File: src/rtl/cdr_os_core.sv
// Oversampling bang-bang CDR: proportional phase votes, saturating integrator
// feeding a drift accumulator, recovered-bit strobe and hysteretic lock flag.
module cdr_os_core #(
  parameter int OSR          = 8,
  parameter int ACC_W        = 8,
  parameter int DRIFT_W      = 12,
  parameter int LOCK_EDGES   = 16,
  parameter int UNLOCK_EDGES = 4
) (
  input  logic                    clk,
  input  logic                    rst_n,
  input  logic                    ena,
  input  logic                    din,
  input  logic                    prop_en,
  input  logic                    int_en,
  output logic                    bit_out,
  output logic                    bit_valid,
  output logic                    locked,
  output logic [$clog2(OSR)-1:0]  phase,
  output logic [ACC_W-1:0]        integ
);

  localparam int PW = $clog2(OSR);
  localparam int GW = $clog2(LOCK_EDGES + 1);
  localparam int BW = $clog2(UNLOCK_EDGES + 1);

  localparam logic [PW-1:0] PH_ZERO = {PW{1'b0}};
  localparam logic [PW-1:0] PH_ONE  = PW'(1);
  localparam logic [PW-1:0] PH_TWO  = PW'(2);
  localparam logic [PW-1:0] PH_MID  = PW'(OSR / 2);
  localparam logic [PW-1:0] PH_LAST = PW'(OSR - 1);

  localparam logic [GW-1:0] GOOD_ZERO = {GW{1'b0}};
  localparam logic [GW-1:0] GOOD_ONE  = GW'(1);
  localparam logic [GW-1:0] LOCK_N    = GW'(LOCK_EDGES);
  localparam logic [BW-1:0] BAD_ZERO  = {BW{1'b0}};
  localparam logic [BW-1:0] BAD_ONE   = BW'(1);
  localparam logic [BW-1:0] UNLOCK_N  = BW'(UNLOCK_EDGES);

  localparam logic signed [1:0] V_ZERO = 2'sb00;
  localparam logic signed [1:0] V_ADV  = 2'sb01;
  localparam logic signed [1:0] V_RET  = 2'sb11;

  localparam logic signed [ACC_W-1:0] INT_MAX = {1'b0, {(ACC_W-1){1'b1}}};
  localparam logic signed [ACC_W-1:0] INT_MIN = {1'b1, {(ACC_W-2){1'b0}}, 1'b1};
  localparam logic signed [ACC_W:0]   SUM_MAX = {2'b00, {(ACC_W-1){1'b1}}};
  localparam logic signed [ACC_W:0]   SUM_MIN = {2'b11, {(ACC_W-2){1'b0}}, 1'b1};

  localparam logic signed [DRIFT_W:0] TH  = {3'b001, {(DRIFT_W-2){1'b0}}};
  localparam logic signed [DRIFT_W:0] NTH = {3'b111, {(DRIFT_W-2){1'b0}}};

  logic s1_q, s2_q, s3_q;
  logic [PW-1:0] ph_q, ph_d;
  logic signed [ACC_W-1:0] integ_q, integ_d;
  logic signed [DRIFT_W-1:0] drift_q, drift_d;
  logic signed [1:0] int_req_q, int_req_d;
  logic [GW-1:0] good_q, good_d;
  logic [BW-1:0] bad_q, bad_d;
  logic locked_q, locked_d;
  logic bit_out_q, bit_out_d;
  logic bit_valid_q, bit_valid_d;

  logic edge_s, edge_act_s, sample_s, good_pos_s;
  logic signed [1:0] vote_s, pv_s;
  logic signed [2:0] net_s;
  logic signed [ACC_W:0] integ_sum_s;
  logic signed [DRIFT_W:0] drift_sum_s, drift_hi_s, drift_lo_s;

  // Three-stage input synchronizer; runs regardless of ena.
  always_ff @(posedge clk or negedge rst_n) begin
    if (!rst_n) begin
      s1_q <= 1'b0;
      s2_q <= 1'b0;
      s3_q <= 1'b0;
    end else begin
      s1_q <= din;
      s2_q <= s1_q;
      s3_q <= s2_q;
    end
  end

  // Votes, loop filter, phase slip, lock hysteresis and sampling.
  always_comb begin
    edge_s     = s2_q ^ s3_q;
    edge_act_s = ena & edge_s;
    sample_s   = ena & (ph_q == PH_MID);
    good_pos_s = (ph_q == PH_ZERO) | (ph_q == PH_ONE) | (ph_q == PH_LAST);

    if (!edge_act_s)           vote_s = V_ZERO;
    else if (ph_q == PH_ZERO)  vote_s = V_ZERO;
    else if (ph_q < PH_MID)    vote_s = V_RET;
    else                       vote_s = V_ADV;

    pv_s  = prop_en ? vote_s : V_ZERO;
    // Opposite proportional and integral requests cancel; same-sign ones clamp to one slip.
    net_s = {pv_s[1], pv_s} + {int_req_q[1], int_req_q};

    ph_d = ph_q;
    if (!ena)               ph_d = ph_q;
    else if (net_s > 3'sd0) ph_d = ph_q + PH_TWO;
    else if (net_s < 3'sd0) ph_d = ph_q;
    else                    ph_d = ph_q + PH_ONE;

    integ_sum_s = {integ_q[ACC_W-1], integ_q} + {{(ACC_W-1){vote_s[1]}}, vote_s};
    integ_d = integ_q;
    if (edge_act_s & int_en) begin
      if (integ_sum_s > SUM_MAX)      integ_d = INT_MAX;
      else if (integ_sum_s < SUM_MIN) integ_d = INT_MIN;
      else                            integ_d = ACC_W'(integ_sum_s);
    end else begin
      integ_d = integ_q;
    end

    drift_sum_s = {drift_q[DRIFT_W-1], drift_q}
                + {{(DRIFT_W+1-ACC_W){integ_q[ACC_W-1]}}, integ_q};
    drift_hi_s  = drift_sum_s - TH;
    drift_lo_s  = drift_sum_s + TH;
    drift_d   = drift_q;
    int_req_d = int_req_q;
    if (!ena) begin
      drift_d   = drift_q;
      int_req_d = int_req_q;
    end else if (!sample_s) begin
      drift_d   = drift_q;
      int_req_d = V_ZERO;
    end else if (drift_sum_s >= TH) begin
      drift_d   = DRIFT_W'(drift_hi_s);
      int_req_d = V_ADV;
    end else if (drift_sum_s <= NTH) begin
      drift_d   = DRIFT_W'(drift_lo_s);
      int_req_d = V_RET;
    end else begin
      drift_d   = DRIFT_W'(drift_sum_s);
      int_req_d = V_ZERO;
    end

    good_d   = good_q;
    bad_d    = bad_q;
    locked_d = locked_q;
    if (!edge_act_s) begin
      locked_d = locked_q;
    end else if (good_pos_s) begin
      bad_d = BAD_ZERO;
      if (good_q != LOCK_N) good_d = good_q + GOOD_ONE;
      else                  good_d = good_q;
      if (good_d == LOCK_N) locked_d = 1'b1;
      else                  locked_d = locked_q;
    end else begin
      good_d = GOOD_ZERO;
      if (bad_q != UNLOCK_N) bad_d = bad_q + BAD_ONE;
      else                   bad_d = bad_q;
      if (bad_d == UNLOCK_N) locked_d = 1'b0;
      else                   locked_d = locked_q;
    end

    bit_valid_d = sample_s;
    bit_out_d   = sample_s ? s2_q : bit_out_q;
  end

  // Core state registers.
  always_ff @(posedge clk or negedge rst_n) begin
    if (!rst_n) begin
      ph_q        <= PH_ZERO;
      integ_q     <= {ACC_W{1'b0}};
      drift_q     <= {DRIFT_W{1'b0}};
      int_req_q   <= V_ZERO;
      good_q      <= GOOD_ZERO;
      bad_q       <= BAD_ZERO;
      locked_q    <= 1'b0;
      bit_out_q   <= 1'b0;
      bit_valid_q <= 1'b0;
    end else begin
      ph_q        <= ph_d;
      integ_q     <= integ_d;
      drift_q     <= drift_d;
      int_req_q   <= int_req_d;
      good_q      <= good_d;
      bad_q       <= bad_d;
      locked_q    <= locked_d;
      bit_out_q   <= bit_out_d;
      bit_valid_q <= bit_valid_d;
    end
  end

  assign bit_out   = bit_out_q;
  assign bit_valid = bit_valid_q;
  assign locked    = locked_q;
  assign phase     = ph_q;
  assign integ     = integ_q;

endmodule
File: config.mk
export PLATFORM = sky130hd
export DESIGN_NAME = cdr_os_core
export DESIGN_NICKNAME = d
export VERILOG_FILES = /design/src/rtl/cdr_os_core.sv
export SDC_FILE = /design/constraint.sdc
export NUM_CORES = 1
export LEC_CHECK = 0
export BUFFER_PORTS_ARGS = -buffer_cell sky130_fd_sc_hd__buf_2
export CORE_ASPECT_RATIO = 1.5
export CORE_MARGIN = 10
export CORE_UTILIZATION = 55
export CTS_CLUSTER_DIAMETER = 100
export CTS_CLUSTER_SIZE = 28
export DETAILED_ROUTE_END_ITERATION = 10
export GPL_ROUTABILITY_DRIVEN = 0
export PLACE_DENSITY = 0.73
export SLEW_MARGIN = 20
export SYNTH_ARGS = -nofsm -noshare
export SYNTH_HDL_FRONTEND = slang
export SYNTH_SLANG_ARGS = --single-unit
File: constraint.sdc
create_clock -name clk -period 4.01 [get_ports clk]
set_input_delay 0 -clock clk [delete_from_list [all_inputs] [get_ports clk]]
set_output_delay 0 -clock clk [all_outputs]
set_load 0.1 [all_outputs]
# Word level (Yosys, flattened, before mapping)
# Cells that the tools add are included.
# W data, S select, Z words.
[totals] latch_bits=0 elab_cells=72 register_bits=39 memories=0 romBits=0 out_inout_bits=14 in_bits=6 ramBits=0
[op_classes] n_eq_ne=9 n_lt_le_gt_ge=7 mul=0 reduce_logical=5 add_sub_neg=9 n_mux=24 n_shift=0 bitwise=6 div_mod_pow=0
[op_table] cell="$mux W12" n=2
[op_table] cell="$mux W5" n=4
[op_table] cell="$mux W3" n=6
[op_table] cell="$mux W8" n=2
[op_table] cell="$mux W2" n=7
[op_table] cell="$add A12 B8 Y13" n=1
[op_table] cell="$ge A13 B12 Y1 const B" n=1
[op_table] cell="$le A13 B11 Y1 const B" n=1
[op_table] cell="$add A12 B12 Y12 const B" n=1
[op_table] cell="$sub A12 B12 Y12 const B" n=1
[op_table] cell="$add A8 B2 Y9" n=1
[op_table] cell="$eq A3 B3 Y1 const B" n=3
[op_table] cell="$gt A9 B8 Y1 const B" n=1
[op_table] cell="$lt A9 B8 Y1 const B" n=1
[op_table] cell="$add A3 B1 Y3 const B" n=2
[op_table] cell="$add A5 B1 Y5 const B" n=1
[op_table] cell="$eq A5 B5 Y1 const B" n=1
[op_table] cell="$ne A5 B5 Y1 const B" n=1
[op_table] cell="$reduce_and A2 Y1" n=2
[op_table] cell="$add A2 B2 Y3" n=1
[op_table] cell="$add A3 B2 Y3 const B" n=1
[op_table] cell="$and A1 B1 Y1" n=3
[op_table] cell="$eq A3 B1 Y1 const B" n=1
[op_table] cell="$gt A3 B1 Y1 const B" n=1
[op_table] cell="11 further kinds" n=14

# Logic depth before layout (Yosys ltp)
# Gate-level depths: netlist of run 1.
[depth] word_depth=9 ltp_mapped=15 ltp_nobuf=15

# Worst setup path before layout of run 1
# No wires, ideal clock.
[synth_path] path_type="register to register" startpoint="register ph_q[1], in the netlist phase[1]" endpoint="register integ_q[0], in the netlist integ[0]" synth_period_minus_slack_ps=3827 stages_incl_launch_ff=16 setup_time_ps=78 arrival_time_ps=3749 path_buffers=1 path_slack_ps=183 path_cell_list="dfrtp_1 inv_1 ha_1 or2_2 or4_1 clkbuf_1 nand2_1 ha_1 nand3_1 a31oi_1 a21oi_1 xnor2_1 nor4_1 nand4_1 a21oi_1 o21bai_1"
[synth_between] elab_chain_len=8 word_cells_on_any_way=10
[synth_rtl] element="from (decl)" line_no="53" rtl="logic [PW-1:0] ph_q, ph_d;"
[synth_rtl] element="from (signal assigned)" line_no="173" rtl="ph_q <= ph_d;"
[synth_rtl] element="$lt A3 B3 Y1" line_no="91" rtl="else if (ph_q < PH_MID) vote_s = V_RET;"
[synth_rtl] element="$mux W2" line_no="91"
[synth_rtl] element="$mux W2 (*)" line_no="90" rtl="else if (ph_q == PH_ZERO) vote_s = V_ZERO;"
[synth_rtl] element="$mux W2 (*)" line_no="89" rtl="if (!edge_act_s) vote_s = V_ZERO;"
[synth_rtl] element="$add A8 B2 Y9 (*)" line_no="104" rtl="integ_sum_s = {integ_q[ACC_W-1], integ_q} + {{(ACC_W-1){vote_s[1]}}, vote_s};"
[synth_rtl] element="$lt A9 B8 Y1" line_no="108" rtl="else if (integ_sum_s < SUM_MIN) integ_d = INT_MIN;"
[synth_rtl] element="$mux W8" line_no="108"
[synth_rtl] element="$mux W8 (*)" line_no="107" rtl="if (integ_sum_s > SUM_MAX) integ_d = INT_MAX;"
[synth_rtl] element="to (signal assigned)" line_no="164" rtl="integ_q <= {ACC_W{1'b0}};"
[synth_rtl] element="to (signal assigned)" line_no="174" rtl="integ_q <= integ_d;"
[synth_rtl] element="to (decl)" line_no="54" rtl="logic signed [ACC_W-1:0] integ_q, integ_d;"
# Every way passes the cells marked *; elsewhere a longest branch is shown, timed or not.
# A chain may end at the register's enable or synchronous reset.

# Worst setup path after layout of run 1
# Ends and elaborated chain as after synthesis.

==> metrics.md, run 1 <==
| Metric | Value |
|---|---|
| Outcome | `completed` |
| TNS Setup | `0 ps` |
| First-pass GRT wire length | `11900 um` |
| Post-Route WL | `6890 um` |
| Area leader, netlist | `dfrtp_1` |
| Grt total ovfl | `0` |
| Detailed placer's ending HPWL | `5250 um` |
| Post-DP Area | `3060 um2` |
| CTS tree | `yes` |
| Worst Skew | `about 9.6 ps` |
| Worst VDD drop | `0.463 mV` |
| Critical path class | `flip-flop to flip-flop` |
| Crit-path slowest cell | `or4_1` |
| Sequential Power Share | `25.4%` |
| Final setup fails | `0` |
| Crit path DAT | `about 3700 ps` |
| Row count | `32` |
| Max cap viols | `0` |
| CTS H-tree lvls | `2` |
| FF-to-FF setup slack | `570 ps` |
| Worst R2R Path Depth | `14` |
| Multi-input gate area | `approximately 1800 um2` |
| #FFs+latches synth | `39` |
| PD cells | `850 nW/um2` |
| GRT Overall Usage | `around 17%` |
| Layout Cells excl Fill | `440` |
| Reg-to-reg endpoint | `integ[0]` |
| Cts repair resizes | `0` |
| Synth Flop Type | `dfrtp_1` |
| Filler cells | `456` |
| Most frequent cells in the layout | `nand2_1 (64), dfrtp_1 (39), nor2_1 (29), ha_1 (25), o21ai_0 (23)` |
| ANT nets after route | `0` |
| Dpl ws | `roughly 620 ps` |
| Net Sw Frac | `about 53%` |
| DRC viols | `0` |
| Critical path cell sequence | `inv_1, ha_1, or2_2, or4_1, nand2_1, ha_1, nand3_1, a31oi_1, a21oi_1, xnor2_1, nor4_1, nand4_1, a21oi_1, o21bai_1` |
| Worst-Margin Slew | `884 ps` |
| Slew margin rel. | `between 40% and 50%` |
| Nets@finish | `just over 400` |
| Critical path peak fanout | `6` |
| Clock latency at the later pin of the worst-skew pair | `around 300 ps` |
| Final Critical Period | `3440 ps` |
| IO Port Bufs | `19` |
| Unrepaired setup endpoints after global routing | `no` |
| Number of global-route vias before repair | `2669` |
| WP data required | `between 4000 and 5000 ps` |
| Synth async-reset ratio | `between 90% and 100%` |
| Crit end category | `flip-flop` |
| Min-delay src | `ena` |
| Tcrit/Tclk final | `85.8%` |
| Sink Count | `39` |
| Worst hold path type | `input pin to flip-flop` |
| Via count | `2583` |
| Clock Tree Buf Depth | `2` |
| Slew Limit Fails | `0` |
| Worst setup slack after layout | `571 ps` |
| Synth Instances | `352` |
| Synth top area share | `33.5%` |
| Die X | `between 70 and 80 um` |
| Clk pin slew, worst setup/hold paths | `approximately 80 ps` |
| Die Span Y | `roughly 110 um` |
| Post-CTS Setup Inserts | `0` |
| Final hold violations | `0` |
| Avg Inst Size Synth | `8.27 um2` |
| Most common cell after layout, fill and taps aside | `nand2_1` |
| Share of cells above drive strength 1 | `11.0%` |
| Pleak | `roughly 1.5 nW` |
| Worst Hold Endpoint | `int_req_q[1]` |
| Largest stage delay, worst path | `520 ps` |
| Unique masters post-synth | `54` |
| Worst hold path depth | `2` |
| Area delta synth->final | `9.66%` |
| Clock power share | `12.6%` |
| Routed WL per cell | `15.7 um` |
| Logic pwr share | `62.0%` |
| Root buf cell | `clkbuf_8` |
| Synth Cell Area | `about 3000 um2` |
| Routed vias/inst | `5.87` |
| Drt initial violations | `between 100 and 150` |
| Sequential cell area | `976 um2` |
| Register area share after synthesis | `33.5%` |
| FF-to-FF Start | `phase[1]` |
| Largest net degree at the start of global routing | `40` |
| Starting Density | `56.8%` |
| Number of synthesized flops with an enable pin | `0` |
| Core Footprint | `a little over 5000 um2` |
| ANT cells | `0` |
| Warnings, synthesis | `0` |
| Final std cell area, no fill | `between 3000 and 4000 um2` |
| Placed cells | `430` |
| CTS Buf Count | `5` |
| Achievable clock frequency | `0.291 GHz` |
| Int Pwr | `1.26 mW` |
| Critical Path Start | `phase[1]` |
| Synth area leaders | `dfrtp_1 (34%), ha_1 (11%), nand2_1 (8.2%), o21ai_0 (4.0%), nor2_1 (3.7%)` |
| Ports | `20` |
| Initial antenna violation count | `0` |
| Sw power | `1.45 mW` |
| Net Count, Synth | `~390` |
| Drt first pass iters | `4` |
| Die area | `8670 um2` |
| Startpoint types | `flip-flop` |
layout make-up:
type | instances | share of cell area, %
Clock buffer | 5 | 2.15
Clock inverter | 3 | 1.37
Inverter | 14 | 1.65
Multi-Input combinational cell | 289 | 57.8
Sequential cell | 39 | 30.6
Tap cell | 68 | 2.66
Timing Repair Buffer | 22 | 3.84
worst max path at each step:
stage / slack, ps / cells after the start / end
after floorplan: 180 / 15 / integ[0]
after global placement: 680 / 14 / integ[0]
after detailed placement: 620 / 14 / integ[0]
after CTS: 600 / 14 / integ[0]
after global routing: 240 / 14 / integ[0]
final: 570 / 14 / integ[0]
timing repair:
item | CTS | global route
hold buffers | 2 | 0
hold endpoints to repair | 40 | 0
setup endpoints to repair | 0 | 0
flip-flops by register name, indices dropped and copies added (netlist names), 2 cells and up:
name	cells
bad_q	3
drift_q	12
good_q	5
int_req_q	2
integ	8
phase	3
metrics by stage:
| stage | util [%] | power [mW] | hold slack (ps) |
|---|---|---|---|
| after floorplan | - | 2.02 | -296 |
| after global placement | 59.7 | 2.34 | 108 |
| after detailed placement | 59.7 | 2.38 | 110 |
| after CTS | 62.3 | 2.73 | 11.9 |
| after global routing | 62.3 | 2.94 | 27.1 |
| final | 62.3 | 2.71 | 25.2 |
logic make-up after synthesis:
kind of cell    synth area share [%]
compound gates                  17.5
fa+ha+maj                       12.1
buf+inv                         3.14
mux                             1.72
xor+xnor                        5.71
flops                           33.5
simple gates                    26.3
synth_stat cells (2+ instances only):
library cell and n:
nand2b_1 3, mux2i_1 5, clkbuf_1 9, and3_1 3, nor3_1 13, nand4_1 2, nor4_1 4, ha_1 25
xnor2_1 10, or4_1 3, nor2_1 29, fa_1 2, nor2b_1 4, a31oi_1 6, o311ai_0 2, a21o_1 3
o21ai_0 23, or3_1 3, a211oi_1 5, o22ai_1 2, nand2_1 64, nand3b_1 2, dfrtp_1 39, o41ai_1 2
a21oi_1 18, o211ai_1 2, and2_1 5, xor2_1 9, or2_2 2, nand3_1 15, inv_1 14, o31ai_1 2
power groups by stage:
| stage | clock network [mW] | registers [mW] | logic (mW) |
|---|---|---|---|
| finish | 0.342 | 0.688 | 1.68 |
| global route | 0.361 | 0.709 | 1.87 |
| CTS | 0.348 | 0.687 | 1.69 |
| detailed placement | 0 | 0.694 | 1.68 |
| global placement | 0 | 0.688 | 1.65 |
| floorplan | 0 | 0.988 | 1.03 |
layer usage:
| layer | share of wire [%] | global-route usage (%) |
|---|---|---|
| met1 | 40 | 17.0 |
| met2 | 53 | 31.2 |
| met3 | 4.0 | 2.97 |
| met4 | 3.8 | 9.38 |
| met5 | 0 | 0 |
worst max-delay path, delay by kind of cell (launching register included):
kind	cells	cell delay (ps)
AO/OA/AOI/OAI	4	750
XOR/XNOR	1	170
adder cells (fa/ha/maj)	2	510
buffers and inverters	1	100
flip-flops	1	420
AND/OR/NAND/NOR	6	1430
Power figures use the tool's default switching activity.
==> run 2: changes to the inputs <==
--- a/config.mk
+++ b/config.mk
@@ -5,6 +5,7 @@
 export SDC_FILE = /design/constraint.sdc
 export NUM_CORES = 1
 export LEC_CHECK = 0
+export ABC_AREA = 1
 export BUFFER_PORTS_ARGS = -buffer_cell sky130_fd_sc_hd__buf_2
 export CORE_ASPECT_RATIO = 1.5
 export CORE_MARGIN = 10
@@ -13,7 +14,7 @@
 export CTS_CLUSTER_SIZE = 28
 export DETAILED_ROUTE_END_ITERATION = 10
 export GPL_ROUTABILITY_DRIVEN = 0
-export PLACE_DENSITY = 0.73
+export PLACE_DENSITY = 0.72
 export SLEW_MARGIN = 20
 export SYNTH_ARGS = -nofsm -noshare
 export SYNTH_HDL_FRONTEND = slang
==> run 2 against run 1 <==
Net effect: register-to-register slack improved by 410 ps; cell count rose by 18%; worst setup slack better by 410 ps; first-iteration DRC count rose by 11%; maximum frequency is 13% higher; via count up 6.4%; sequential share of layout area fell by 1.7 points; utilization grew 0.17 points; worst hold slack better by 190 ps; non-clock buffer count up 1; final area is 5.8% higher.
==> metrics.md, run 2 <==
| Metric | Value |
|---|---|
| Filler cells | `514 (was 456)` |
| Worst hold path depth | `4 (was 2)` |
| Largest register by flop count | `drift_q (unchanged)` |
| Final Critical Period | `3030 ps (was 3440 ps)` |
| CTS tree | `yes (unchanged)` |
| WP data required | `4200 ps (was 4230 ps)` |
| Sink Count | `39 (unchanged)` |
| Avg Inst Size Synth | `7.18 um2 (was 8.27 um2)` |
| Starting Density | `56.2% (was 56.8%)` |
| Routed vias/inst | `5.27 (was 5.87)` |
| Slew margin rel. | `40.6% (was 41.1%)` |
| Root buf cell | `clkbuf_8 (unchanged)` |
| Top post-synthesis cells by count | `nand2_1 (130), inv_1 (63), dfrtp_1 (39) (was nand2_1 (64), dfrtp_1 (39), nor2_1 (29))` |
| Worst Skew | `5.72 ps (was 9.65 ps)` |
| #FFs+latches synth | `39 (unchanged)` |
| Largest register FFs | `12 (unchanged)` |
| Synth Instances | `423 (was 352)` |
| Die Span Y | `111 um (was 109 um)` |
| Startpoint types | `flip-flop (unchanged)` |
| Register area share after synthesis | `32.1% (was 33.5%)` |
| Net Count, Synth | `456 (was 385)` |
| Unique masters post-synth | `34 (was 54)` |
| Routed WL per cell | `13.1 um (was 15.7 um)` |
| Post-Route WL | `6830 um (was 6890 um)` |
| Crit end category | `flip-flop (unchanged)` |
| Largest net degree at the start of global routing | `40 (unchanged)` |
| Critical path peak fanout | `7 (was 6)` |
| Worst R2R Path Depth | `20 (was 14)` |
| Warnings, synthesis | `0 (unchanged)` |
| Row count | `33 (was 32)` |
| Synth top area share | `32.1% (was 33.5%)` |
| Crit path DAT | `3220 ps (was 3660 ps)` |
| Reg-to-reg endpoint | `drift_q[10] (was integ[0])` |
| Min-delay src | `int_en (was ena)` |
| CTS Buf Count | `5 (unchanged)` |
| Outcome | `completed (unchanged)` |
| Synth area leaders | `dfrtp_1 (32%), nand2_1 (16%), ha_1 (10%), inv_1 (7.8%), nand3_1 (5.9%) (was dfrtp_1 (34%), ha_1 (11%), nand2_1 (8.2%), o21ai_0 (4.0%), nor2_1 (3.7%))` |
| Synth Cell Area | `3040 um2 (was 2910 um2)` |
| Synth Flop Type | `dfrtp_1 (unchanged)` |
| DRC viols | `0 (unchanged)` |
| Worst hold path type | `input pin to flip-flop (unchanged)` |
| Final setup fails | `0 (unchanged)` |
| Final hold violations | `0 (unchanged)` |
| First-pass GRT wire length | `12500 um (was 11900 um)` |
| Drt initial violations | `119 (was 107)` |
| Tcrit/Tclk final | `75.6% (was 85.8%)` |
| Most common cell after layout, fill and taps aside | `nand2_1 (unchanged)` |
| Share of cells above drive strength 1 | `12.2% (was 11.0%)` |
| ANT cells | `0 (unchanged)` |
| IO Port Bufs | `19 (unchanged)` |
| Initial antenna violation count | `0 (unchanged)` |
| Clk pin slew, worst setup/hold paths | `80 ps (about the same)` |
| Worst Hold Endpoint | `integ[1] (was int_req_q[1])` |
| Number of global-route vias before repair | `2862 (was 2669)` |
| ANT nets after route | `0 (unchanged)` |
| Synth async-reset ratio | `100% (unchanged)` |
| Hold slack | `217 ps (was 25.2 ps)` |
| Area leader, netlist | `dfrtp_1 (unchanged)` |
| Clock Tree Buf Depth | `2 (unchanged)` |
| Drt first pass iters | `4 (unchanged)` |
| Critical path class | `flip-flop to flip-flop (unchanged)` |
| Grt total ovfl | `0 (unchanged)` |
| Cts repair resizes | `0 (unchanged)` |
| FF-to-FF Start | `integ[0] (was phase[1])` |
| Via count | `2748 (was 2583)` |
| Max cap viols | `0 (unchanged)` |
| Ports | `20 (unchanged)` |
| Nets@finish | `483 (was 404)` |
| Core Footprint | `5410 um2 (was 5120 um2)` |
| Slew Limit Fails | `0 (unchanged)` |
| Die area | `8960 um2 (was 8670 um2)` |
| Achievable clock frequency | `0.330 GHz (was 0.291 GHz)` |
| TNS Setup | `0 ps (unchanged)` |
| Top-count cell post-synth | `nand2_1 (unchanged)` |
| Die X | `80.7 um (was 79.4 um)` |
| Area delta synth->final | `11.2% (was 9.66%)` |
| Number of synthesized flops with an enable pin | `0 (unchanged)` |
| Worst-Margin Slew | `891 ps (was 884 ps)` |
| GRT Overall Usage | `16.6% (was 16.8%)` |
| Detailed placer's ending HPWL | `5310 um (was 5250 um)` |
| Unrepaired setup endpoints after global routing | `no (unchanged)` |
| Clock latency at the later pin of the worst-skew pair | `290 ps (was 300 ps)` |
| CTS H-tree lvls | `2 (unchanged)` |
| FF-to-FF setup slack | `980 ps (was 570 ps)` |
| Most frequent cells in the layout | `nand2_1 (130), inv_1 (63), dfrtp_1 (39), nand3_1 (36), nor2_1 (27) (was nand2_1 (64), dfrtp_1 (39), nor2_1 (29), ha_1 (25), o21ai_0 (23))` |
run 2: cell types whose count changed after synthesis, moves of 6 or more:
| cell | before | now |
|---|---|---|
| nand2_1 | 64 | 130 |
| inv_1 | 14 | 63 |
| nand3_1 | 15 | 36 |
| nor3_1 | 13 | 2 |
| xnor2_1 | 10 | 2 |
| nand2_2 | 0 | 7 |
| a31oi_1 | 6 | 0 |
| clkbuf_1 | 9 | 3 |
| o22ai_1 | 2 | 8 |
run 2: cell type report:
type                       count  area, um2  area share [%]
clock buffer                   6       72.6            2.15
tap                           70       87.6            2.59
sequential                    39        976            28.9
inverter                      66        253            7.48
timing repair buffer          23        133            3.92
multi-input combinational    315       1800            53.2
clock inverter                 2       60.1            1.78
run 2: kinds of logic after synthesis:
| family | count (synthesis) | share of synthesized area, % |
|---|---|---|
| and+or+nand+nor | 223 | 33.1 |
| buffers and inverters | 69 | 8.69 |
| AOI/OAI and AO/OA | 50 | 9.96 |
| DFF | 39 | 32.1 |
| adders and majority gates | 27 | 11.6 |
| xor gates and xnor gates | 15 | 4.57 |
run 2: layer usage:
layer / GRT usage, % / part of all wire, % / vias up
met4: 5.21 / 1.5 / 0
met3: 2.76 / 3.0 / 11
met5: 0 / 0 / -
li1: - / - / 1406
met2: 29.9 / 54 / 41
met1: 18.9 / 42 / 1290
run 2: worst max-delay path: stages, from the launching register on:
cell,delay (ps)
dfrtp_1,410
ha_1,240
fa_1,400
nand3_1,90
nand2_1,110
nand2_1,90
nand2_1,80
nand2_1,90
nand2_1,80
xor2_2,270
ha_1,210
inv_1,40
nor2_1,90
nand3_1,80
nor2_1,110
nand3_1,110
and2_4,170
nand2_1,80
nand2_1,50
nand3_1,70
nand2_1,50
run 2: timing repair:
item,in CTS,in global routing
hold buffers,3,0
endpoints found under the hold margin,41,0
buffers inserted,0,0
run 2: through the flow:
stage               utilization [%]  worst slack [ps]  std cells  cell area, um2
floorplan                         -               765        423            3040
CTS                            62.5               981        521            3380
detailed placement             59.5              1010        510            3220
global placement               59.5              1120        510            3220
finish                         62.5               978        521            3380
global route                   62.5               749        521            3380
run 2: worst max-delay path by stage:
stage	start	end	slack, ps	cells after the start
finish	integ[0]	drift_q[10]	980	20
global route	integ[0]	drift_q[10]	750	20
CTS	integ[0]	drift_q[10]	980	20
detailed placement	integ[0]	drift_q[10]	1010	20
global placement	integ[0]	drift_q[10]	1120	20
floorplan	integ[0]	drift_q[10]	770	20
Power of run 2 is not shown: default switching activity piles up to over one toggle a cycle in this logic, so the estimate is an artifact.
==> run 3: changes to the inputs <==
==> constraint.sdc (replaced) <==
create_clock -name clk -period 3.14 [get_ports clk]
set_input_delay 0 -clock clk [delete_from_list [all_inputs] [get_ports clk]]
set_output_delay 0 -clock clk [all_outputs]
set_load 0.1 [all_outputs]
==> run 3 against run 2 <==
Net effect: register-to-register slack got worse by 700 ps; clock-buffer cell count decreased by 1; cell count increased by 0.77%; worst setup slack got worse by 700 ps.
==> metrics.md, run 3 (synthesized netlist as in run 2, its figures left out) <==
| Metric | Value |
|---|---|
| Largest register by flop count | `drift_q (unchanged)` |
| ANT cells | `0 (unchanged)` |
| Crit end category | `flip-flop (unchanged)` |
| Initial antenna violation count | `0 (unchanged)` |
| TNS Setup | `0 ps (unchanged)` |
| Most frequent cells in the layout | `nand2_1 (130), inv_1 (63), nand3_1 (36), dfrtp_1 (32), nor2_1 (27) (was nand2_1 (130), inv_1 (63), dfrtp_1 (39), nand3_1 (36), nor2_1 (27))` |
| Outcome | `completed (unchanged)` |
| Core Footprint | `5410 um2 (unchanged)` |
| Unrepaired setup endpoints after global routing | `no (unchanged)` |
| Worst-Margin Slew | `892 ps (was 891 ps)` |
| Nets@finish | `487 (was 483)` |
| Final Critical Period | `2860 ps (was 3030 ps)` |
| Routed WL per cell | `13.2 um (was 13.1 um)` |
| Startpoint types | `flip-flop (unchanged)` |
| Detailed placer's ending HPWL | `5280 um (was 5310 um)` |
| Drt first pass iters | `4 (unchanged)` |
| Post-Route WL | `6920 um (was 6830 um)` |
| ANT nets after route | `0 (unchanged)` |
| CTS tree | `yes (unchanged)` |
| Slew margin rel. | `40.5% (was 40.6%)` |
| Worst hold path depth | `4 (unchanged)` |
| First-pass GRT wire length | `11900 um (was 12500 um)` |
| Routed vias/inst | `5.21 (was 5.27)` |
| Sink Count | `39 (unchanged)` |
| Final setup fails | `0 (unchanged)` |
| Worst Skew | `7.48 ps (was 5.72 ps)` |
| WP data required | `3320 ps (was 4200 ps)` |
| CTS Buf Count | `5 (unchanged)` |
| Area delta synth->final | `12.2% (was 11.2%)` |
| Crit path DAT | `3040 ps (was 3220 ps)` |
| Worst hold path type | `input pin to flip-flop (unchanged)` |
| Clock Tree Buf Depth | `2 (unchanged)` |
| Critical path class | `flip-flop to flip-flop (unchanged)` |
| Critical path peak fanout | `4 (was 7)` |
| IO Port Bufs | `19 (unchanged)` |
| Number of global-route vias before repair | `2747 (was 2862)` |
| Grt total ovfl | `0 (unchanged)` |
| Max cap viols | `0 (unchanged)` |
| Largest net degree at the start of global routing | `40 (unchanged)` |
| Clock latency at the later pin of the worst-skew pair | `290 ps (about the same)` |
| CTS H-tree lvls | `2 (unchanged)` |
| Achievable clock frequency | `0.350 GHz (was 0.330 GHz)` |
| Starting Density | `56.2% (unchanged)` |
| Most common cell after layout, fill and taps aside | `nand2_1 (unchanged)` |
| Slew Limit Fails | `0 (unchanged)` |
| Die Span Y | `111 um (unchanged)` |
| Worst R2R Path Depth | `20 (unchanged)` |
| Clk pin slew, worst setup/hold paths | `80 ps (about the same)` |
| Drt initial violations | `120 (was 119)` |
| Ports | `20 (unchanged)` |
| Row count | `33 (unchanged)` |
| Final hold violations | `0 (unchanged)` |
| Die area | `8960 um2 (unchanged)` |
| GRT Overall Usage | `16.1% (was 16.6%)` |
| Hold slack | `223 ps (was 217 ps)` |
| DRC viols | `0 (unchanged)` |
| Root buf cell | `clkbuf_8 (unchanged)` |
| Via count | `2736 (was 2748)` |
| Share of cells above drive strength 1 | `14.7% (was 12.2%)` |
| Largest register FFs | `12 (unchanged)` |
| Tcrit/Tclk final | `91.0% (was 75.6%)` |
| Die X | `80.7 um (unchanged)` |
-- run 3: path summary, 6_finish.rpt --
path,from,to,slack (ps)
setup / recovery,integ[0],drift_q[10],280
hold / removal,int_en,integ[6],220
setup reg to reg,integ[0],drift_q[10],280
hold reg to reg,s1_q,s2_q,350
max in group asynchronous,rst_n,phase[0],2150
min in group asynchronous,rst_n,integ[6],360
-- run 3: what timing repair did --
action,CTS,global route
buffers inserted,0,1
gates resized for setup,0,1
hold endpoints to repair,41,0
setup endpoints to repair,0,1
hold buffers,3,0
-- run 3: area by class of cell --
class / instances / area, um2
inverter: 66 / 253
timing repair buffer: 27 / 163
sequential: 39 / 985
clock buffer: 5 / 68.8
multi-input combinational: 315 / 1810
tap: 70 / 87.6
fill: 506 / 2000
clock inverter: 3 / 43.8
-- run 3: through the flow --
step           worst slack (ps)  utilization (%)  instances  area, um2
3_3_place_gp                257             60.1        513       3250
4_1_cts                     144             62.7        524       3390
6_report                    282             63.1        525       3410
5_1_grt                    29.5             63.1        525       3410
3_5_place_dp                161             60.1        513       3250
2_1_floorplan              3.32                -        423       3050
-- run 3: layer usage --
metal	global-route usage, %	vias up	routed length [um]
met2	29.3	53	3670
met3	2.60	11	287
li1	-	1416	-
met5	0	-	0
met1	17.4	1256	2820
met4	6.72	0	146
-- run 3: critical path, stage by stage, from the launching register on --
cell and delay [ps]:
dfrtp_2 430, ha_1 230, fa_1 400, nand3_1 80, nand2_1 90, nand2_1 80, nand2_1 70, nand2_1 80
nand2_1 120, xor2_4 170, ha_1 160, inv_1 40, nor2_1 90, nand3_1 80, nor2_1 90, nand3_1 100
and2_4 180, nand2_1 90, nand2_1 50, nand3_1 60, nand2_1 50
Power of run 3 is left out for the same reason.
